**src/rtl/expr_recognizer.sv**
```systemverilog
// Streaming recognizer for ASCII arithmetic expressions with multi-digit operands and nested parentheses.
// Build option: define SPACE_SKIP_EN to ignore spaces; a space ends a number.
module expr_recognizer #(
  parameter int MAX_DEPTH  = 4,
  parameter int MAX_DIGITS = 4,
  parameter int CNT_W      = 8
) (
  input  logic                             clk,
  input  logic                             clr,
  input  logic [7:0]                       in,
  input  logic                             in_vld,
  output logic                             out,
  output logic                             err,
  output logic [$clog2(MAX_DEPTH+1)-1:0]   depth,
  output logic [CNT_W-1:0]                 op_cnt
);

  localparam int DW = $clog2(MAX_DEPTH + 1);
  localparam int NW = $clog2(MAX_DIGITS + 1);

  localparam logic [1:0] S_OPND  = 2'd0;
  localparam logic [1:0] S_NUM   = 2'd1;
  localparam logic [1:0] S_CLOSE = 2'd2;
  localparam logic [1:0] S_ERR   = 2'd3;

  logic [1:0]       state, nstate;
  logic [NW-1:0]    dcnt, ndcnt;
  logic [DW-1:0]    ndepth;
  logic [CNT_W-1:0] nop;

  logic is_dig, is_op, is_lp, is_rp, sp_skip;

  assign is_dig = (in >= 8'h30) && (in <= 8'h39);
  assign is_op  = (in == 8'h2B) || (in == 8'h2D) || (in == 8'h2A) || (in == 8'h2F);
  assign is_lp  = (in == 8'h28);
  assign is_rp  = (in == 8'h29);

`ifdef SPACE_SKIP_EN
  assign sp_skip = (in == 8'h20);
`else
  assign sp_skip = 1'b0;
`endif

  always_comb begin
    nstate = state;
    ndcnt  = dcnt;
    ndepth = depth;
    nop    = op_cnt;
    // A skipped space only matters inside a number, where it closes the operand.
    if (sp_skip) begin
      if (state == S_NUM) nstate = S_CLOSE;
    end else begin
      case (state)
        S_OPND: begin
          if (is_dig) begin
            nstate = S_NUM;
            ndcnt  = NW'(1);
          end else if (is_lp) begin
            if (depth == DW'(MAX_DEPTH)) nstate = S_ERR;
            else ndepth = depth + DW'(1);
          end else begin
            nstate = S_ERR;
          end
        end
        S_NUM, S_CLOSE: begin
          if (is_dig && state == S_NUM) begin
            if (dcnt == NW'(MAX_DIGITS)) nstate = S_ERR;
            else ndcnt = dcnt + NW'(1);
          end else if (is_op) begin
            nstate = S_OPND;
            if (!(&op_cnt)) nop = op_cnt + CNT_W'(1);
          end else if (is_rp) begin
            if (depth == '0) begin
              nstate = S_ERR;
            end else begin
              nstate = S_CLOSE;
              ndepth = depth - DW'(1);
            end
          end else begin
            nstate = S_ERR;
          end
        end
        default: nstate = S_ERR;
      endcase
    end
  end

  // Error transitions leave depth and op_cnt at their pre-error values.
  always_ff @(posedge clk) begin
    if (clr) begin
      state  <= S_OPND;
      dcnt   <= '0;
      depth  <= '0;
      op_cnt <= '0;
    end else if (in_vld) begin
      state <= nstate;
      if (nstate != S_ERR) begin
        dcnt   <= ndcnt;
        depth  <= ndepth;
        op_cnt <= nop;
      end
    end
  end

  assign out = ((state == S_NUM) || (state == S_CLOSE)) && (depth == '0);
  assign err = (state == S_ERR);

endmodule

```
**config.mk**
```make
export PLATFORM = sky130hd
export DESIGN_NAME = expr_recognizer
export DESIGN_NICKNAME = d
export VERILOG_FILES = /design/src/rtl/expr_recognizer.sv
export SDC_FILE = /design/constraint.sdc
export NUM_CORES = 1
export LEC_CHECK = 0
export BUFFER_PORTS_ARGS = -buffer_cell sky130_fd_sc_hd__buf_2
export CORE_ASPECT_RATIO = 1.25
export CORE_UTILIZATION = 35
export DETAILED_ROUTE_END_ITERATION = 8
export SLEW_MARGIN = 30
export SYNTH_ARGS = -nofsm -noshare
export SYNTH_HDL_FRONTEND = slang
export SYNTH_SLANG_ARGS = --single-unit
```
**constraint.sdc**
```tcl
create_clock -name clk -period 2.4 [get_ports clk]
set_input_delay 0.24 -clock clk [delete_from_list [all_inputs] [get_ports clk]]
set_output_delay 0.24 -clock clk [all_outputs]
set_load 0.005 [all_outputs]
```
==> metrics.md, run 1 <==
| Metric | Value |
|---|---|
| Final-report hold violation count | `0` |
| Ant. Diodes | `0` |
| Clock transition at the registers of the reported paths | `0.09 ns` |
| CTS tree | `yes` |
| Worst Hold Class | `in2reg` |
| # IOs | `24` |
| Total negative slack | `0 ns` |
| Final nets | `180` |
| DRC Markers | `0` |
| Synthesized area | `0.00109 sq mm` |
| Max Freq | `432 MHz` |
| Largest net degree at the start of global routing | `18` |
| Global routing usage on met2 | `33.2%` |
| Tcrit/Tclk final | `96.4%` |
| Worst slew pin tran | `0.397 ns` |
| Dpl cells | `193` |
| Num CTS Buffers | `3` |
| CTS root buffer | `clkbuf_4` |
| Max Slew Vio Count | `0` |
| GP Congestion | `0.768` |
| Total grt overflow | `0` |
| Setup Crit Path Kind | `in2reg` |
| First-pass GRT wire length | `4600 microns` |
| Hold_buf cts | `0` |
| Tot Pwr | `667 uW` |
| Max clock buf depth | `2` |
| Cell with the most instances after synthesis | `dfxtp_1` |
| Leading post-synthesis cells by cell area | `dfxtp_1, ha_1, a21oi_1` |
| Core Util, Final | `46.6%` |
| CP required | `2.62 ns` |
| Asr flop ratio synth | `0%` |
| Syn_nets | `148` |
| Initial DRT Pass Iterations | `4` |
| Final setup vio count | `0` |
| Worst path slowest cell | `or4b_4` |
| CP max stage delay | `0.54 ns` |
| Vias | `1147` |
| # Post-CTS Setup Buffers | `0` |
| WL/cell | `14.0 microns` |
| CP arrival | `2.54 ns` |
| Final Non-Filler Cells | `197` |
| Largest area contributor in the netlist | `dfxtp_1` |
| Die height | `64.5 microns` |
| Area share of the largest cell type after synthesis | `29.3%` |
| Clk sinks | `16` |
| Gr busiest metal | `met2` |
| Crit path max-delay family | `simple AND/OR/NAND/NOR gates` |
| Max Clock Skew | `0.00543 ns` |
| H-tree Lvls | `1` |
| Syn Inst Count | `130` |
| Vias per inst | `5.82` |
| Worst hold slack | `0.267 ns` |
| Initial antenna violation count | `0` |
| Routed WL | `2750 microns` |
| CP cell instances | `buf_2 > or4b_4 > or4_4 > o21ai_2 > a32oi_2 > buf_4 > or4_1 > a21oi_1` |
| # rows | `22` |
| #FFs+latches synth | `16` |
| Outcome | `completed` |
| Area delta synth->final | `25.4%` |
| Slew HR | `73.5%` |
| Worst IR drop on VDD | `0.000240 V` |
| 1st-iter DRT viols | `8` |
| Synth warnings | `0` |
| Routed Antenna Nets | `0` |
| Max Cap Viol | `0` |
| Yosys cell types | `42` |
| Initial core utilization | `37.2%` |
| Setup crit end kind | `register` |
| Crit-path max FO | `9` |
| Leak Pwr | `0.563 nW` |
| Final Critical Period | `2.31 ns` |
| Die area | `0.00336 sq mm` |
| PwrDens | `486 mW/mm^2` |
| Post-synthesis sequential area ratio | `29.3%` |
| Synth Area per Inst | `8.42 sq um` |
| Met1 usage | `19.9%` |
| Post-cts resize count | `0` |
| EDFF count, synth | `0` |
| Total GRT Usage | `18.0%` |
| Die W | `52.0 microns` |
| Core area | `0.00295 sq mm` |
| Met3 usage | `1.64%` |
| Synth top cells by count | `dfxtp_1, a21oi_1, inv_1, o21ai_0, nand2_1` |
| IO Port Bufs | `23` |
| Ys flop type | `dfxtp_1` |
| Detailed Place HPWL | `2090 microns` |
| Clock Latency Late Sink | `0.29 ns` |
| Startpoint types | `input port` |
| Buf/Inv on CP | `2` |
| Vias in the first global route | `1063` |
| Ratio of cells with drive above 1 in the final layout | `32.9%` |
power by group:
group	switching (mW)	internal (mW)	total, mW
combinational	0.110	0.0961	0.206
clock	0.0884	0.0923	0.181
sequential	0.00701	0.274	0.281
final cells by class:
cell class	instances	area (sq um)
clock buffer	4	36.3
timing repair buffer	33	203
fill	295	1570
tap	36	45.0
inverter	10	37.5
sequential	16	322
multi-input combinational	98	729
through the flow:
stage | setup WS (ns) | cell area [sq um]
floorplan | -0.0407 | 1100
global placement | -0.241 | 1320
detailed placement | -0.262 | 1320
CTS | 0.0440 | 1360
global route | -0.00966 | 1370
finish | 0.0865 | 1370
kinds of logic after synthesis:
logic type / Yosys count / share of synthesized area (%)
multiplexers: 5 / 5.03
AO/OA/AOI/OAI: 38 / 23.5
AND/OR/NAND/NOR: 47 / 26.5
buffers and inverters: 16 / 6.17
flip-flops: 16 / 29.3
adder cells (fa/ha/maj): 7 / 8.69
XOR/XNOR: 1 / 0.800
worst reg2reg max path, cell delays in order (launching register included):
cell and delay [ns]:
dfxtp_2 0.39, inv_1 0.07, ha_1 0.37, inv_1 0.09, buf_4 0.16, a311o_2 0.47
or4_1 0.49, a21oi_1 0.16
cells in the final DEF, fill, tap and decap left out, types with 2 or more instances in the layout:
master / count
a21oi_1: 9
a31oi_1: 2
and3_1: 3
buf_2: 23
buf_4: 9
clkbuf_4: 3
dfxtp_1: 15
ha_1: 6
inv_1: 10
mux2_2: 4
nand2_1: 7
nand3_1: 5
nor2_1: 4
nor2b_1: 4
nor3_1: 2
nor3b_1: 2
nor4_2: 2
o21ai_0: 9
o31ai_1: 6
or3b_2: 2
or4_1: 6
layer usage:
layer  share of wire [%]  routed length [microns]
met4                 1.6                       43
met2                  53                     1450
met1                  42                     1150
met5                   0                        0
met3                 4.0                      111
path summary, 6_finish.rpt:
kind,endpoint,slack [ns],from,cells past startpoint
setup / recovery,op_cnt[7],0.09,in[1],8
hold / removal,state[1],0.27,in_vld,3
setup reg to reg,op_cnt[3],0.15,state[1],7
hold reg to reg,op_cnt[7],0.51,op_cnt[7],2
registers in the layout, summed over array words and instances, names as in the netlist:
| register | flops |
|---|---|
| depth | 3 |
| dcnt | 3 |
| state | 2 |
| op_cnt | 8 |
Note: power is estimated with default switching activity, not from simulation.
==> inputs of run 2 (changes only) <==
BUFFER_PORTS_ARGS = not set   (was -buffer_cell sky130_fd_sc_hd__buf_2)
DONT_BUFFER_PORTS = 1   (was not set)
REMOVE_ABC_BUFFERS = 1   (was not set)
==> run 2 against run 1 <==
  * Final area is 8.6% lower
  * First-iteration DRC count is 25% higher
  * Clock skew is 0.0011 ns lower
  * Non-clock buffer count is 20 lower
  * Wire length is 3.6% lower
  * Critical path type is now reg2reg
  * Largest cell class unchanged
  * Largest power group unchanged
  * Highest routed layer unchanged
==> metrics.md, run 2 (synthesis results as in run 1) <==
| Metric | Value |
|---|---|
| Outcome | `completed (unchanged)` |
| Biggest regs | `op_cnt: 8 flops, dcnt: 3 flops, depth: 3 flops (unchanged)` |
| Die height | `64.5 microns (unchanged)` |
| CP required | `2.57 ns (was 2.62 ns)` |
| # IOs | `24 (unchanged)` |
| Setup crit end kind | `register (unchanged)` |
| CTS tree | `yes (unchanged)` |
| Startpoint types | `register (was input port)` |
| First-pass GRT wire length | `4230 microns (was 4600 microns)` |
| Slew HR | `71.4% (was 73.5%)` |
| Clock Latency Late Sink | `0.28 ns (was 0.29 ns)` |
| Clock transition at the registers of the reported paths | `0.09 ns (about the same)` |
| Most common cell after layout, fill and taps aside | `dfxtp_1 (was buf_2)` |
| Routed Antenna Nets | `0 (unchanged)` |
| Design Area, Final | `0.00125 sq mm (was 0.00137 sq mm)` |
| PwrDens | `478 mW/mm^2 (was 486 mW/mm^2)` |
| GP Congestion | `0.808 (was 0.768)` |
| 1st-iter DRT viols | `10 (was 8)` |
| WL/cell | `15.1 microns (was 14.0 microns)` |
| Clk sinks | `16 (unchanged)` |
| Crit-path max FO | `15 (was 9)` |
| Final setup vio count | `0 (unchanged)` |
| Setup Crit Path Kind | `reg2reg (was in2reg)` |
| Worst Hold Class | `in2reg (unchanged)` |
| Worst IR drop on VDD | `0.000340 V (was 0.000240 V)` |
| Final setup margin | `0.130 ns (was 0.0865 ns)` |
| # Post-CTS Setup Buffers | `0 (unchanged)` |
| H-tree Lvls | `1 (unchanged)` |
| Die W | `52.0 microns (unchanged)` |
| Final nets | `160 (was 180)` |
| Total GRT Usage | `16.5% (was 18.0%)` |
| Detailed Place HPWL | `1960 microns (was 2090 microns)` |
| DRC Markers | `0 (unchanged)` |
| # rows | `22 (unchanged)` |
| Placed instance area | `0.00121 sq mm (was 0.00132 sq mm)` |
| Max Freq | `441 MHz (was 432 MHz)` |
| Vias | `1033 (was 1147)` |
| Worst slew pin tran | `0.427 ns (was 0.397 ns)` |
| Initial DRT Pass Iterations | `4 (unchanged)` |
| Hold_buf cts | `0 (unchanged)` |
| IO Port Bufs | `0 (was 23)` |
| Largest net degree at the start of global routing | `18 (unchanged)` |
| CTS root buffer | `clkbuf_4 (unchanged)` |
| Ant. Diodes | `0 (unchanged)` |
| Final Critical Period | `2.27 ns (was 2.31 ns)` |
| Core area | `0.00295 sq mm (unchanged)` |
| Initial antenna violation count | `0 (unchanged)` |
| Routed WL | `2650 microns (was 2750 microns)` |
| Filler cells | `296 (was 295)` |
| Tcrit/Tclk final | `94.6% (was 96.4%)` |
| Area delta synth->final | `14.6% (was 25.4%)` |
| Max clock buf depth | `2 (unchanged)` |
| Largest Register | `op_cnt (unchanged)` |
| Max Clock Skew | `0.00434 ns (was 0.00543 ns)` |
| Num CTS Buffers | `3 (unchanged)` |
| Most frequent cells in the layout | `dfxtp_1, buf_4, inv_1, o21ai_0, a21oi_1 (was buf_2, dfxtp_1, inv_1)` |
| CP arrival | `2.44 ns (was 2.54 ns)` |
| Ratio of cells with drive above 1 in the final layout | `22.9% (was 32.9%)` |
| Leak Pwr | `0.456 nW (was 0.563 nW)` |
| Die area | `0.00336 sq mm (unchanged)` |
| Initial core utilization | `37.2% (unchanged)` |
| Max Slew Vio Count | `0 (unchanged)` |
| Total grt overflow | `0 (unchanged)` |
| Vias per inst | `5.87 (was 5.82)` |
| Max Cap Viol | `0 (unchanged)` |
| Max reg flops | `8 (unchanged)` |
| Final-report hold violation count | `0 (unchanged)` |
| Vias in the first global route | `1012 (was 1063)` |
| Worst slack, placed | `-0.124 ns (was -0.262 ns)` |
## run 2: timing repair
item | 4_1_cts | 5_1_grt
pin swaps | 0 | 2
setup endpoints to repair | 2 | 10
resized for setup | 1 | 5
## run 2: metal layers
layer	global-route usage (%)	part of all wire [%]	vias up
met5	0	0	-
met4	8.11	0.72	0
met3	2.82	5.7	2
met2	29.5	52	26
met1	18.1	41	498
li1	-	-	507
## run 2: path summary, 6_finish.rpt
kind | end | cells past startpoint | from | slack (ns)
setup / recovery | op_cnt[5] | 7 | state[0] | 0.13
hold / removal | op_cnt[2] | 1 | clr | 0.02
setup reg to reg | op_cnt[5] | 7 | state[0] | 0.13
hold reg to reg | dcnt[2] | 2 | dcnt[2] | 0.49
## run 2: final cells by class
type                    instances  area (sq um)  area share, %
multi-input cells              98           732           58.3
flip-flops and latches         16           320           25.5
repair buffers                 13          97.6           7.78
well taps                      36          45.0           3.59
inverters                      10          37.5           2.99
clock buffers                   3          22.5           1.79
## run 2: critical path, cell delays in order, from the launching register on
cell and delay [ns]:
dfxtp_1 0.39, inv_1 0.07, ha_2 0.41, inv_1 0.08
buf_4 0.16, a311o_2 0.43, nor4_2 0.27, mux2_2 0.36
## run 2: metrics by stage
step,cells,util [%],hold slack (ns),power (mW),setup TNS [ns]
after global routing,176,42.6,0.00607,0.629,-0.0178
after floorplan,124,-,0.309,0.389,-0.477
final,176,42.6,0.0157,0.599,0
after global placement,173,41.0,0.312,0.457,-0.502
after CTS,176,41.8,0.00313,0.601,0
after detailed placement,173,41.0,0.313,0.462,-0.779
## run 2: report_power, final
part / leakage, nW / switching, mW / internal [mW] / total, mW
combinational: 0.313 / 0.0996 / 0.0853 / 0.185
sequential: 0.130 / 0.00486 / 0.273 / 0.278
clock: 0.0138 / 0.0785 / 0.0581 / 0.137
total: 0.456 / 0.183 / 0.416 / 0.599
